===== src/rtl/config_chain_pkg.sv =====
// Shared definitions for the configuration chain bank: controller state encoding
// and the bit-counter width helper.
package config_chain_pkg;

    typedef enum logic [1:0] {
        ST_IDLE   = 2'd0,
        ST_SHIFT  = 2'd1,
        ST_COMMIT = 2'd2
    } state_t;

    // The counter must reach CHLEN+1 so an over-long frame stays distinguishable.
    function automatic int cnt_width(input int chlen);
        return $clog2(chlen + 2);
    endfunction

endpackage


===== src/rtl/config_chain_slice.sv =====
// One configuration chain: a serial shift register plus the shadow register that
// drives the live configuration.
module config_chain_slice #(
    parameter int               CHLEN  = 16,
    parameter logic [CHLEN-1:0] RSTVAL = '0
) (
    input  logic             i_clk,
    input  logic             i_rst_n,
    input  logic             i_load,
    input  logic [CHLEN-1:0] i_pin,
    input  logic             i_shift,
    input  logic             i_sdi,
    input  logic             i_commit,
    input  logic             i_restore,
    output logic             o_msb,
    output logic [CHLEN-1:0] o_sh
);

    logic [CHLEN-1:0] r_sr;
    logic [CHLEN-1:0] r_sh;

    always_ff @(posedge i_clk or negedge i_rst_n) begin
        if (!i_rst_n) begin
            r_sr <= RSTVAL;
            r_sh <= RSTVAL;
        end else begin
            if (i_load)
                r_sr <= i_pin;
            else if (i_shift)
                r_sr <= {r_sr[CHLEN-2:0], i_sdi};
            else if (i_restore)
                r_sr <= r_sh;
            if (i_commit)
                r_sh <= r_sr;
        end
    end

    assign o_msb = r_sr[CHLEN-1];
    assign o_sh  = r_sh;

endmodule


===== src/rtl/config_chain_bank.sv =====
// Bank of NCHAIN serially loaded configuration chains with checked, atomic commit
// of the selected chain into its shadow.
module config_chain_bank
    import config_chain_pkg::*;
#(
    parameter int                      NCHAIN = 2,
    parameter int                      CHLEN  = 16,
    parameter int                      SELW   = 1,
    parameter logic [NCHAIN*CHLEN-1:0] DEFVAL = '0
) (
    input  logic                    CLK,
    input  logic                    RST_N,
    input  logic [SELW-1:0]         SEL,
    input  logic                    SHIFT_EN,
    input  logic                    SDI,
    input  logic                    PLOAD,
    input  logic [NCHAIN*CHLEN-1:0] PIN,
    input  logic                    UPDATE,
    output logic                    SDO,
    output logic [NCHAIN*CHLEN-1:0] CFG_OUT,
    output logic                    UPD_OK,
    output logic                    UPD_ERR,
    output logic                    BUSY,
    output state_t                  DBG_STATE
);

    localparam int              CNTW    = cnt_width(CHLEN);
    localparam logic [CNTW-1:0] CNT_LEN = CNTW'(CHLEN);
    localparam logic [CNTW-1:0] CNT_MAX = CNTW'(CHLEN + 1);

    state_t          r_state;
    state_t          w_next;
    logic [CNTW-1:0] r_cnt;
    logic            r_ferr;
    logic [SELW-1:0] r_addr;
    logic [SELW-1:0] r_csel;
    logic            r_cvalid;

    logic              w_sel_ok;
    logic              w_commit_go;
    logic [NCHAIN-1:0] w_msb;

    // Decode SEL against the implemented chains; SDO reads the selected MSB.
    always_comb begin
        w_sel_ok = 1'b0;
        SDO      = 1'b0;
        for (int c = 0; c < NCHAIN; c++) begin
            if (SEL == SELW'(c)) begin
                w_sel_ok = 1'b1;
                SDO      = w_msb[c];
            end
        end
    end

    always_ff @(posedge CLK or negedge RST_N) begin
        if (!RST_N)
            r_state <= ST_IDLE;
        else
            r_state <= w_next;
    end

    always_comb begin
        w_next = r_state;
        case (r_state)
            ST_IDLE: begin
                if (PLOAD)
                    w_next = ST_IDLE;
                else if (UPDATE)
                    w_next = ST_COMMIT;
                else if (SHIFT_EN && w_sel_ok)
                    w_next = ST_SHIFT;
            end
            ST_SHIFT: begin
                if (PLOAD)
                    w_next = ST_IDLE;
                else if (UPDATE)
                    w_next = ST_COMMIT;
            end
            ST_COMMIT: w_next = ST_IDLE;
            default:   w_next = ST_IDLE;
        endcase
    end

    // A PLOAD arriving during COMMIT cancels the commit, including its pulse.
    always_comb begin
        BUSY        = (r_state == ST_COMMIT);
        w_commit_go = BUSY && !PLOAD;
        UPD_OK      = w_commit_go && r_cvalid;
        UPD_ERR     = w_commit_go && !r_cvalid;
        DBG_STATE   = r_state;
    end

    // Frame bookkeeping: bit count, frame error, latched shift address, commit verdict.
    always_ff @(posedge CLK or negedge RST_N) begin
        if (!RST_N) begin
            r_cnt    <= '0;
            r_ferr   <= 1'b0;
            r_addr   <= '0;
            r_csel   <= '0;
            r_cvalid <= 1'b0;
        end else if (PLOAD || r_state == ST_COMMIT) begin
            r_cnt  <= '0;
            r_ferr <= 1'b0;
        end else if (UPDATE) begin
            r_csel   <= SEL;
            r_cvalid <= (r_state == ST_SHIFT) && (r_cnt == CNT_LEN) &&
                        !r_ferr && (SEL == r_addr);
        end else if (SHIFT_EN) begin
            if (!w_sel_ok) begin
                r_ferr <= 1'b1;
            end else begin
                if (r_cnt != CNT_MAX)
                    r_cnt <= r_cnt + CNTW'(1);
                if (r_state == ST_IDLE)
                    r_addr <= SEL;
                else if (SEL != r_addr)
                    r_ferr <= 1'b1;
            end
        end
    end

    for (genvar c = 0; c < NCHAIN; c++) begin : g_chain
        logic w_shift;
        logic w_hit;

        assign w_hit   = (r_csel == SELW'(c));
        assign w_shift = SHIFT_EN && !PLOAD && !UPDATE && (r_state != ST_COMMIT) &&
                         (SEL == SELW'(c));

        config_chain_slice #(
            .CHLEN  (CHLEN),
            .RSTVAL (DEFVAL[c*CHLEN +: CHLEN])
        ) u_slice (
            .i_clk     (CLK),
            .i_rst_n   (RST_N),
            .i_load    (PLOAD),
            .i_pin     (PIN[c*CHLEN +: CHLEN]),
            .i_shift   (w_shift),
            .i_sdi     (SDI),
            .i_commit  (w_commit_go && r_cvalid && w_hit),
            .i_restore (w_commit_go && !r_cvalid && w_hit),
            .o_msb     (w_msb[c]),
            .o_sh      (CFG_OUT[c*CHLEN +: CHLEN])
        );
    end

endmodule


===== config.mk =====
export PLATFORM = sky130hd
export DESIGN_NAME = config_chain_bank
export DESIGN_NICKNAME = d
export VERILOG_FILES = /design/src/rtl/config_chain_pkg.sv /design/src/rtl/config_chain_slice.sv /design/src/rtl/config_chain_bank.sv
export SDC_FILE = /design/constraint.sdc
export NUM_CORES = 1
export LEC_CHECK = 0
export ABC_AREA = 1
export CORE_ASPECT_RATIO = 2
export CORE_UTILIZATION = 57
export CTS_CLUSTER_SIZE = 30
export DETAILED_ROUTE_END_ITERATION = 10
export MAX_ROUTING_LAYER = met4
export PLACE_DENSITY = 0.91
export SYNTH_ARGS = -nofsm -noshare
export SYNTH_HDL_FRONTEND = slang
export SYNTH_SLANG_ARGS = --single-unit

===== constraint.sdc =====
create_clock -name CLK -period 3.1 [get_ports CLK]
set_clock_uncertainty 0.05 [all_clocks]
set_input_delay 0.465 -clock CLK [delete_from_list [all_inputs] [get_ports CLK]]
set_output_delay 0.465 -clock CLK [all_outputs]
set_load 0.02 [all_outputs]

# --- Word level (Yosys, flattened, before mapping) ---
# Cells that the tools add are included.
op_classes:
  addsub: 1
  n_eq_ne: 11
  n_mux: 22
  n_bitwise: 4
  n_reduce_logical: 31
op_table:
  columns: ["operator", "count"]
  rows:
  - ["16-bit two-way mux", 6]
  - ["5-bit two-way mux", 4]
  - ["1-bit logical AND", 15]
  - ["2-bit two-way mux", 5]
  - ["4-bit AND reduction", 2]
  - ["1-bit two-way mux", 6]
  - ["2-bit nonzero test", 3]
  - ["3-bit nonzero test", 2]
  - ["5-bit by 1-bit adder with 5-bit output, second input constant", 1]
  - ["5-bit equality test, second input constant", 1]
  - ["5-bit inequality test, second input constant", 1]
  - ["1-bit logical NOT", 4]
  - ["2-bit inequality test, second input constant", 2]
  - ["4-bit inequality test, second input constant", 1]
  - ["1-bit inverter", 4]
  - ["2-bit case mux with 2 select lines", 1]
  - ["2-bit AND reduction", 2]
  - ["3-bit inequality test, second input constant", 1]
  - ["3-bit AND reduction", 1]
  - ["2-bit by 1-bit equality test with 1-bit output, second input constant", 1]
  - ["2-bit equality test, second input constant", 1]
  - ["2-bit logical NOT", 1]
  - ["2-bit by 1-bit inequality test with 1-bit output, second input constant", 1]
  - ["1-bit equality test", 1]
  - ["other kinds (2)", 2]
totals:
  ff_bits: 75
  word_cells: 79

# --- Depth between registers and ports, before layout ---
# Gate-level depths: netlist of the first run.
logic_depth:
  ltp_word: 7
  depth_mapped: 9
  depth_no_buf: 8

# --- Hierarchy ---
# A second synthesis of the first run with hierarchy kept.
unflattened:
  cells_unflattened: 451
  hier_area_um2: 3995.1
modules_own_cells:
  columns: ["module", "n_inst", "cells_each", "area_per_inst_um2", "seq_area_each_um2"]
  rows:
  - ["config_chain_slice", 2, 175, 1610.3, 800.8]
  - ["config_chain_bank", 1, 101, 774.5, 275.3]

# --- Least setup slack after synthesis of the first run ---
# Ideal clock, no wire load.
synth_timing:
  path_type: "register to output"
  start: "register r_state[0], in the netlist DBG_STATE[0]"
  end: "output UPD_OK"
  arrival_ps: 1194
  t_required_ps: 2585
  slack_ps: 1391
  stages_incl_launch_ff: 5
  n_path_buf: 1
  cell_sequence: "dfrtp_1 -> inv_2 -> nand2_4 -> nor3_4 -> buf_2"
synth_between:
  elab_chain_cells: 3
synth_rtl:
  columns: ["item", "line", "source"]
  rows:
  - ["from (decl)", "config_chain_bank.sv:31", "state_t r_state;"]
  - ["from (signal assigned)", "config_chain_bank.sv:59", "r_state <= w_next;"]
  - ["2-bit equality test", "config_chain_bank.sv:86", "BUSY = (r_state == ST_COMMIT);"]
  - ["1-bit logical AND", "config_chain_bank.sv:87", "w_commit_go = BUSY && !PLOAD;"]
  - ["1-bit logical AND", "config_chain_bank.sv:88", "UPD_OK = w_commit_go && r_cvalid;"]
  - ["to (decl)", "config_chain_bank.sv:21", "output logic UPD_OK,"]
# No other way between the ends.

# --- Worst setup path in the final report of the first run ---
# Same ends and word-level chain as after synthesis.

==> reports/qor.yml, run 1 <==
synth:
  synth.top_cell.area_share: 0.445
  syn_avg_cell_area_um2: 7.45
  synth_edf_count: 0
  syn-cell-area_um2: 4210
  netlist.top_cell.by_area: "sky130_fd_sc_hd__dfrtp_1"
  yosys.cell_types.count: 28
  synth-main-ff-cell: "sky130_fd_sc_hd__dfrtp_1"
  synth_cells: 566
  ys_async_sr_fraction: 1.00
  syn_nets: 608
  yosysSeqAreaShare: 0.445
  ys_ff_latch: 75
  yosysMostFrequentCell: "sky130_fd_sc_hd__nand2_1"
  ys_warn_count: 0
  synth_common_cells: "sky130_fd_sc_hd__nand2_1 (200), sky130_fd_sc_hd__nand3_1 (106), sky130_fd_sc_hd__dfrtp_1 (75), sky130_fd_sc_hd__nand4_1 (35)"
  largest_cells_by_area_after_synthesis: "sky130_fd_sc_hd__dfrtp_1 (45%), sky130_fd_sc_hd__nand2_1 (18%), sky130_fd_sc_hd__nand3_1 (13%)"
grt:
  global_route.usage.total: 0.324
  grt_start_max_net_pins: 49
  number_of_antenna_violations_at_the_first_check_in_global_routing: 0
  grt_pass1_vias: 3990
  first_pass_grt_wire_length_mm: 18.8
  grt_remaining_overflow: 0
setup_path:
  crit_buf_inv: 2
  crit-reg2reg-launch: "DBG_STATE[0]"
  critical_path.max_fanout: 37
  path_cells: "inv_2 -> nand2_4 -> nor3_4 -> clkdlybuf4s50_1"
  timing.critical_path.required_ns: 2.58
  timing.reg2reg.worst_path_depth: 7
  critical_path_arrival_ns: 2.15
  critical_path.slowest_cell: "sky130_fd_sc_hd__clkdlybuf4s50_1"
  timing.critical_path.max_delay_family: "buffers and inverters"
  timing.critical_path.from: "DBG_STATE[0]"
  critical_path.endpoint_type: "output pin"
  path_depth: 4
  cpPeakStageDelay_ns: 0.66
  crit_path_start_kind: "flop"
  worstSetupPathType: "reg -> out"
final_layout:
  antenna_cells_inserted: 0
  postLayoutCoreUtil: 0.732
  post_route_cells_drive_above_1_share: 0.115
  final.fill_count: 526
  area_delta_synth_final_pct: 25.4
  seqCellArea_um2: 1880
  finish.net_count: 673
  multi_input_area_um2: 2000
sta:
  rsz0062_at_grt: "no"
  hold_viol_final: 0
  fin_crit_ns: 2.67
  timing.final.setup_violations: 0
  final-max-slew-violation-count: 0
  timing.final.crit_share: 0.861
  worst_slew_pin_tran_ns: 0.664
  fmaxAchievable_mhz: 375
  final.setup.tns_ns: 0
  slew_headroom: 0.558
clock_network:
  cts_inserted_buffers: 9
  post_cts.resized_instances: 0
  insertion_delay_ns: 0.34
  max-clock-path-buffers: 2
  ctsHoldBuffers: 0
  clkSlewWorstSetupHoldPaths_ns: 0.06
  cts.sinks: 75
  cts-root-buf: "sky130_fd_sc_hd__clkbuf_16"
  clock_tree.htree_level_count: 3
  post-cts-setup-buffer-count: 0
  cts_tree: "built"
hold_path:
  hold_path_class: "in -> async"
floorplan:
  floorplan.die_area_um2: 7760
  placeableCoreArea_um2: 7210
  io_pins: 77
  die_height_um: 124
  fp-row-count: 44
  start_util: 0.584
  chipWidth_um: 62.8
pwr:
  total_power_density_per_cell_area_nw_per_um2: 487
  power.static_leakage_nw: 2.66
  worst_ir_drop_vdd_mv: 0.474
place:
  number_of_input_and_output_port_buffers_inserted: 76
  hpwlAfterDp_mm: 7.24
  gp_congestion: 0.850
routing:
  detailroute.via_count: 4241
  ant_nets: 0
  detailedRoute.firstPassIterationCount: 5
  drt-initial-drc-count: 506
  avgViaCountPerCell: 5.85
  postRouteWirelength_mm: 11.6
  routedWlPerCell_um: 16.0
  drcViolationCount: 0
run_status:
  run_status: "finished, final reports clean"
flow_run:
  drv_cap: 0
-- kinds of logic (layout without fill, tap and decap cells) --
family / Yosys count / count (layout) / share of synthesized area
AND/OR/NAND/NOR: 394 / 394 / 0.442
buffers and inverters: 79 / 146 / 0.0808
flip-flops: 75 / 75 / 0.445
AO/OA/AOI/OAI: 12 / 12 / 0.0166
adder cells (fa/ha/maj): 3 / 3 / 0.00891
XOR/XNOR: 3 / 3 / 0.00624
-- cell type report --
class	count	share of cell area
sequential	75	0.355
clock buffer	13	0.0474
timing repair buffer	89	0.166
tap	92	0.0218
multi-input combinational	412	0.378
inverter	44	0.0313
-- placed cells by master (no fill, tap or decap) --
| cell type | Yosys | routed |
|---|---|---|
| sky130_fd_sc_hd__a21oi_1 | 2 | 2 |
| sky130_fd_sc_hd__a21oi_2 | 2 | 2 |
| sky130_fd_sc_hd__buf_12 | 0 | 2 |
| sky130_fd_sc_hd__buf_2 | 20 | 1 |
| sky130_fd_sc_hd__buf_4 | 1 | 11 |
| sky130_fd_sc_hd__clkbuf_1 | 12 | 3 |
| sky130_fd_sc_hd__clkbuf_16 | 0 | 9 |
| sky130_fd_sc_hd__clkbuf_8 | 0 | 1 |
| sky130_fd_sc_hd__clkdlybuf4s50_1 | 0 | 75 |
| sky130_fd_sc_hd__clkinv_1 | 8 | 8 |
| sky130_fd_sc_hd__dfrtp_1 | 75 | 75 |
| sky130_fd_sc_hd__ha_1 | 3 | 3 |
| sky130_fd_sc_hd__inv_1 | 32 | 32 |
| sky130_fd_sc_hd__inv_2 | 4 | 4 |
| sky130_fd_sc_hd__nand2_1 | 200 | 200 |
| sky130_fd_sc_hd__nand2_2 | 2 | 2 |
| sky130_fd_sc_hd__nand2_4 | 1 | 1 |
| sky130_fd_sc_hd__nand3_1 | 106 | 106 |
| sky130_fd_sc_hd__nand3_2 | 2 | 2 |
| sky130_fd_sc_hd__nand4_1 | 35 | 35 |
| sky130_fd_sc_hd__nand4_2 | 2 | 2 |
| sky130_fd_sc_hd__nor2_1 | 9 | 9 |
| sky130_fd_sc_hd__nor2_2 | 1 | 1 |
| sky130_fd_sc_hd__nor3_1 | 1 | 1 |
| sky130_fd_sc_hd__nor3_4 | 3 | 3 |
| sky130_fd_sc_hd__o21ai_0 | 6 | 6 |
| sky130_fd_sc_hd__o21ai_1 | 1 | 1 |
| sky130_fd_sc_hd__o31ai_1 | 1 | 1 |
| sky130_fd_sc_hd__or2_2 | 32 | 32 |
| sky130_fd_sc_hd__xnor2_1 | 2 | 2 |
| sky130_fd_sc_hd__xor2_1 | 1 | 1 |
-- worst register-to-register path: cells and delay by family, from the launching register on --
kind            cells  cell delay [ns]
compound gates      1             0.10
buf+inv             2             0.54
flops               1             0.42
simple gates        4             1.10
-- path summary, 6_finish.rpt --
kind / endpoint / slack [ns]
max in group asynchronous: g_chain[0].u_slice.o_sh[11] / 2.20
setup reg to reg: g_chain[0].u_slice.o_sh[15] / 0.76
setup / recovery: UPD_OK / 0.43
hold / removal: r_cnt[2] / 0.11
min in group CLK: r_ferr / 0.43
hold reg to reg: r_ferr / 0.43
-- sequential cells by signal, summed over array words and instances, names as in the netlist --
register / flops
g_chain.u_slice.o_sh: 32
g_chain.u_slice.r_sr: 32
r_cnt: 5
DBG_STATE: 2
g_chain.w_hit: 1
r_addr: 1
r_cvalid: 1
r_ferr: 1
-- routing by layer --
| metal | track usage | wire length, um | part of all wire | up-vias |
|---|---|---|---|---|
| li1 | - | - | - | 1964 |
| met1 | 0.386 | 4360 | 0.38 | 1992 |
| met2 | 0.539 | 6020 | 0.52 | 244 |
| met3 | 0.0485 | 857 | 0.074 | 41 |
| met4 | 0.150 | 364 | 0.031 | 0 |
| met5 | - | 0 | 0 | - |
-- stage by stage --
| step | instances | hold slack [ns] | power, mW | worst slack (ns) | instance area [um2] |
|---|---|---|---|---|---|
| floorplan | 566 | 0.119 | 1.43 | 1.39 | 4210 |
| global placement | 712 | 0.413 | 1.63 | 0.536 | 5030 |
| detailed placement | 712 | 0.417 | 1.65 | 0.564 | 5030 |
| CTS | 725 | 0.129 | 2.56 | 0.444 | 5280 |
| global route | 725 | 0.162 | 2.67 | 0.344 | 5280 |
| finish | 725 | 0.107 | 2.57 | 0.431 | 5280 |
-- power by group --
part / switching, mW / leakage, nW / internal, mW
logic: 0.290 / 1.55 / 0.203
registers: 0.0817 / 0.989 / 1.07
clock network: 0.375 / 0.122 / 0.551
Power figures use the tool's default switching activity.
==> run 2: changes to the inputs <==
--- a/config.mk
+++ b/config.mk
@@ -10,6 +10,7 @@
 export CORE_UTILIZATION = 57
 export CTS_CLUSTER_SIZE = 30
 export DETAILED_ROUTE_END_ITERATION = 10
+export GPL_TIMING_DRIVEN = 0
 export MAX_ROUTING_LAYER = met4
 export PLACE_DENSITY = 0.91
 export SYNTH_ARGS = -nofsm -noshare
==> run 2 against run 1 <==
Sequential cell count stayed put. First-iteration DRC count is 17% lower. Final cell count is 3.6% higher. Core utilization is 1.2 points higher. Global-route usage is 2.8 points higher. Final area is 1.7% higher. Fmax is 7.3% lower. Critical path depth is 1 higher. Sequential power hardly changed.
==> reports/qor.yml, run 2 (synthesis results as in run 1) <==
run_status:
  run_status: "finished, final reports clean"
sta:
  timing.final.setup_violations: 0
  rsz0062_at_grt: "no"
  worst_slew_pin_tran_ns: 0.556
  timing.final.crit_share: 0.929
  fin_crit_ns: 2.88
  slew_headroom: 0.629
  hold_viol_final: 0
  final-max-slew-violation-count: 0
  final.setup.tns_ns: 0
  fmaxAchievable_mhz: 347
pwr:
  finalPower_mw: 2.59
  total_power_density_per_cell_area_nw_per_um2: 482
  power.static_leakage_nw: 2.72
  worst_ir_drop_vdd_mv: 0.429
floorplan:
  die_height_um: 124
  start_util: 0.584
  floorplan.die_area_um2: 7760
  placeableCoreArea_um2: 7210
  chipWidth_um: 62.8
  io_pins: 77
  fp-row-count: 44
hold_path:
  hold_path_class: "in -> reg"
  hold-path-cell-count: 2
clock_network:
  max-clock-path-buffers: 2
  cts_inserted_buffers: 9
  clkSlewWorstSetupHoldPaths_ns: 0.05
  clock_tree.htree_level_count: 3
  cts_tree: "built"
  cts-root-buf: "sky130_fd_sc_hd__clkbuf_16"
  insertion_delay_ns: 0.35
  cts.sinks: 75
  post_cts.resized_instances: 0
place:
  placed_area_um2: 5100
  number_of_input_and_output_port_buffers_inserted: 75
  hpwlAfterDp_mm: 8.66
  gp_congestion: 0.895
  post_placement_cell_count: 734
grt:
  grt_pass1_vias: 4386
  grt_start_max_net_pins: 66
  grt_remaining_overflow: 0
  number_of_antenna_violations_at_the_first_check_in_global_routing: 0
  global_route.usage.total: 0.352
  first_pass_grt_wire_length_mm: 20.3
final_layout:
  area_delta_synth_final_pct: 27.4
  antenna_cells_inserted: 0
  post_route_cells_drive_above_1_share: 0.131
  mostFrequentLayoutCells: "sky130_fd_sc_hd__nand2_1 (200), sky130_fd_sc_hd__nand3_1 (106), sky130_fd_sc_hd__dfrtp_1 (75)"
  layout.cell_area.non_filler_um2: 5370
  final.fill_count: 539
  postLayoutCoreUtil: 0.745
  finish.net_count: 696
  layout.cells.non_filler: 751
  final_common_cell: "sky130_fd_sc_hd__nand2_1"
setup_path:
  critical_path.max_fanout: 10
  worstSetupPathType: "in -> out"
  crit_path_start_kind: "input port"
  timing.critical_path.required_ns: 2.58
  timing.reg2reg.worst_path_depth: 7
  critical_path_arrival_ns: 2.36
  critical_path.endpoint_type: "output pin"
flow_run:
  drv_cap: 0
routing:
  drt-initial-drc-count: 422
  routedWlPerCell_um: 16.5
  ant_nets: 0
  avgViaCountPerCell: 5.89
  drcViolationCount: 0
  detailroute.via_count: 4423
  postRouteWirelength_mm: 12.4
  detailedRoute.firstPassIterationCount: 6
## run 2: cell types whose count changed in the layout (fill, tap and decap cells not counted), moves of 2 or more
cell                       change
sky130_fd_sc_hd__clkinv_2      +3
sky130_fd_sc_hd__buf_12        -2
sky130_fd_sc_hd__buf_6         +2
sky130_fd_sc_hd__clkbuf_1     +13
sky130_fd_sc_hd__buf_4         -9
sky130_fd_sc_hd__buf_2        +19
## run 2: through the flow
step,setup WS [ns],hold slack [ns]
2_1_floorplan,1.39,0.119
3_3_place_gp,-1.04,0.416
3_5_place_dp,0.297,0.269
4_1_cts,0.287,0.368
5_1_grt,0.133,0.398
6_report,0.220,0.370
## run 2: final timing paths
| check | startpoint | to | slack (ns) |
|---|---|---|---|
| setup / recovery | SEL | SDO | 0.22 |
| hold / removal | PLOAD | DBG_STATE[1] | 0.37 |
| setup reg to reg | DBG_STATE[1] | r_cvalid | 1.31 |
| hold reg to reg | g_chain[0].u_slice.o_sh[2] | g_chain[0].u_slice.o_sh[2] | 0.46 |
| max in group asynchronous | RST_N | g_chain[0].u_slice.r_sr[12] | 2.00 |
| min in group asynchronous | RST_N | r_cnt[1] | 0.45 |
## run 2: repair_timing
item                      in CTS  in global routing
hold buffers                   1                  0
hold endpoints to repair      10                  0
buffers inserted               0                  0
## run 2: final cells by class
| type | instances | area [um2] | share of cell area |
|---|---|---|---|
| multi-input cells | 412 | 2000 | 0.372 |
| clock inverters | 3 | 15.0 | 0.00280 |
| flip-flops and latches | 75 | 1880 | 0.349 |
| inverters | 44 | 165 | 0.0308 |
| plain buffers | 35 | 175 | 0.0326 |
| clock buffers | 13 | 240 | 0.0447 |
| repair buffers | 77 | 786 | 0.146 |
| well taps | 92 | 115 | 0.0214 |
## run 2: worst max-delay path: stages
cell                              delay, ns
sky130_fd_sc_hd__clkdlybuf4s50_1       0.58
sky130_fd_sc_hd__clkbuf_1              0.45
sky130_fd_sc_hd__nand2_1               0.08
sky130_fd_sc_hd__o21ai_0               0.13
sky130_fd_sc_hd__clkdlybuf4s50_1       0.66
## run 2: where the power goes
group / switching (mW) / total [mW] / leakage [nW] / internal [mW]
logic: 0.298 / 0.506 / 1.60 / 0.208
registers: 0.0827 / 1.15 / 0.989 / 1.07
clock network: 0.394 / 0.932 / 0.127 / 0.538
## run 2: routing by layer
metal	GRT usage	part of all wire	vias to the layer above
met5	-	0	-
met4	0.253	0.042	0
met3	0.0668	0.078	58
met2	0.602	0.53	272
met1	0.359	0.35	2075
li1	-	-	2018
==> run 3: changes to the inputs <==
--- a/config.mk
+++ b/config.mk
@@ -7,6 +7,7 @@
 export LEC_CHECK = 0
 export ABC_AREA = 1
 export CORE_ASPECT_RATIO = 2
+export CORE_MARGIN = 2
 export CORE_UTILIZATION = 57
 export CTS_CLUSTER_SIZE = 30
 export DETAILED_ROUTE_END_ITERATION = 10
==> run 3 against run 2 <==
Total power rose by 0.64%. Global-route usage fell by 2.0 points. Critical path depth did not move. Core utilization barely moved. Register-to-register slack barely moved. First-iteration DRC count rose by 34%. Die area rose by 4.9%. Critical endpoint unchanged. Largest cell class unchanged.
==> reports/qor.yml, run 3 (synthesis results as in run 1) <==
place:
  preCtsSetupSlack_ns: 0.283
  gp_congestion: 0.921
  post_placement_cell_count: 734
  number_of_input_and_output_port_buffers_inserted: 75
  hpwlAfterDp_mm: 8.82
clock_network:
  clock_tree.htree_level_count: 3
  cts.sinks: 75
  clkSlewWorstSetupHoldPaths_ns: 0.05
  cts_inserted_buffers: 9
  insertion_delay_ns: 0.34
  cts-root-buf: "sky130_fd_sc_hd__clkbuf_16"
  post-cts-setup-buffer-count: 0
  post_cts.resized_instances: 0
  max-clock-path-buffers: 2
  ctsHoldBuffers: 1
  cts_tree: "built"
floorplan:
  placeableCoreArea_um2: 7210
  chipWidth_um: 64.8
  floorplan.die_area_um2: 8140
  die_height_um: 126
  fp-row-count: 44
  io_pins: 77
  start_util: 0.584
final_layout:
  area_delta_synth_final_pct: 27.5
  seqCellArea_um2: 1880
  postLayoutCoreUtil: 0.745
  antenna_cells_inserted: 0
  final_common_cell: "sky130_fd_sc_hd__nand2_1"
  multi_input_area_um2: 2000
  finish.net_count: 696
  final.fill_count: 524
  post_route_cells_drive_above_1_share: 0.130
  layout.cells.non_filler: 747
  mostFrequentLayoutCells: "sky130_fd_sc_hd__nand2_1 (200), sky130_fd_sc_hd__nand3_1 (106), sky130_fd_sc_hd__dfrtp_1 (75)"
sta:
  slew_headroom: 0.650
  rsz0062_at_grt: "no"
  layout_setup_ws_ns: 0.251
  fmaxAchievable_mhz: 351
  final-max-slew-violation-count: 0
  timing.final.setup_violations: 0
  fin_crit_ns: 2.85
  timing.final.crit_share: 0.919
  worst_slew_pin_tran_ns: 0.526
  hold_viol_final: 0
routing:
  ant_nets: 0
  drcViolationCount: 0
  detailroute.via_count: 4359
  routedWlPerCell_um: 16.6
  detailedRoute.firstPassIterationCount: 6
  postRouteWirelength_mm: 12.4
  avgViaCountPerCell: 5.84
  drt-initial-drc-count: 564
setup_path:
  timing.critical_path.required_ns: 2.58
  critical_path_arrival_ns: 2.33
  timing.reg2reg.worst_path_depth: 7
  critical_path.endpoint_type: "output pin"
  worstSetupPathType: "in -> out"
  crit_path_start_kind: "input port"
  critical_path.max_fanout: 10
grt:
  grt_pass1_vias: 4380
  grt_remaining_overflow: 0
  global_route.usage.total: 0.332
  number_of_antenna_violations_at_the_first_check_in_global_routing: 0
  first_pass_grt_wire_length_mm: 20.3
  grt_start_max_net_pins: 57
pwr:
  total_power_density_per_cell_area_nw_per_um2: 485
  power.static_leakage_nw: 2.72
  worst_ir_drop_vdd_mv: 0.429
hold_path:
  hold_path_class: "in -> reg"
  hold-path-cell-count: 2
run_status:
  run_status: "finished, final reports clean"
flow_run:
  drv_cap: 0
## run 3: cell count changes in the layout (fill, tap and decap cells not counted), sizes merged
cell / change
clkinv: -3
clkbuf: -1
## run 3: power by group
part / leakage (nW) / switching, mW / total, mW / internal [mW]
Clock: 0.126 / 0.384 / 0.951 / 0.567
Sequential: 0.989 / 0.0842 / 1.15 / 1.07
Combinational: 1.60 / 0.294 / 0.501 / 0.208
## run 3: routing by layer
layer,wire (um),share of wire,track usage
met1,4280,0.35,0.358
met3,957,0.077,0.0621
met5,0,0,-
met4,640,0.052,0.190
met2,6520,0.53,0.556
## run 3: critical path, cell delays in order
cell and delay [ns]:
sky130_fd_sc_hd__clkdlybuf4s50_1 0.58, sky130_fd_sc_hd__clkbuf_1 0.42, sky130_fd_sc_hd__nand2_1 0.08, sky130_fd_sc_hd__o21ai_0 0.13
sky130_fd_sc_hd__clkdlybuf4s50_1 0.66
## run 3: layout make-up
| type | count | share of cell area |
|---|---|---|
| timing repair buffer | 77 | 0.146 |
| multi-input combinational | 412 | 0.372 |
| inverter | 44 | 0.0307 |
| buffer | 35 | 0.0326 |
| tap | 92 | 0.0214 |
| sequential | 75 | 0.349 |
| clock buffer | 12 | 0.0478 |
## run 3: final timing paths
check	from	end	slack [ns]
worst max-delay path	SEL	SDO	0.25
worst min-delay path	PLOAD	DBG_STATE[1]	0.39
worst max register to register	DBG_STATE[1]	r_cvalid	1.31
worst min register to register	g_chain[1].u_slice.o_sh[9]	g_chain[1].u_slice.o_sh[9]	0.45
max in group asynchronous	RST_N	g_chain[1].u_slice.o_sh[11]	1.93
min in group asynchronous	RST_N	g_chain[1].u_slice.o_sh[6]	0.50
## run 3: stage by stage
stage | total power, mW | hold slack, ns | cell area (um2) | TNS [ns]
detailed placement | 1.66 | 0.321 | 5100 | 0
CTS | 2.60 | 0.382 | 5370 | 0
finish | 2.61 | 0.386 | 5370 | 0
global placement | 1.64 | 0.417 | 5080 | -77.62
floorplan | 1.43 | 0.119 | 4210 | 0
global route | 2.70 | 0.398 | 5370 | 0
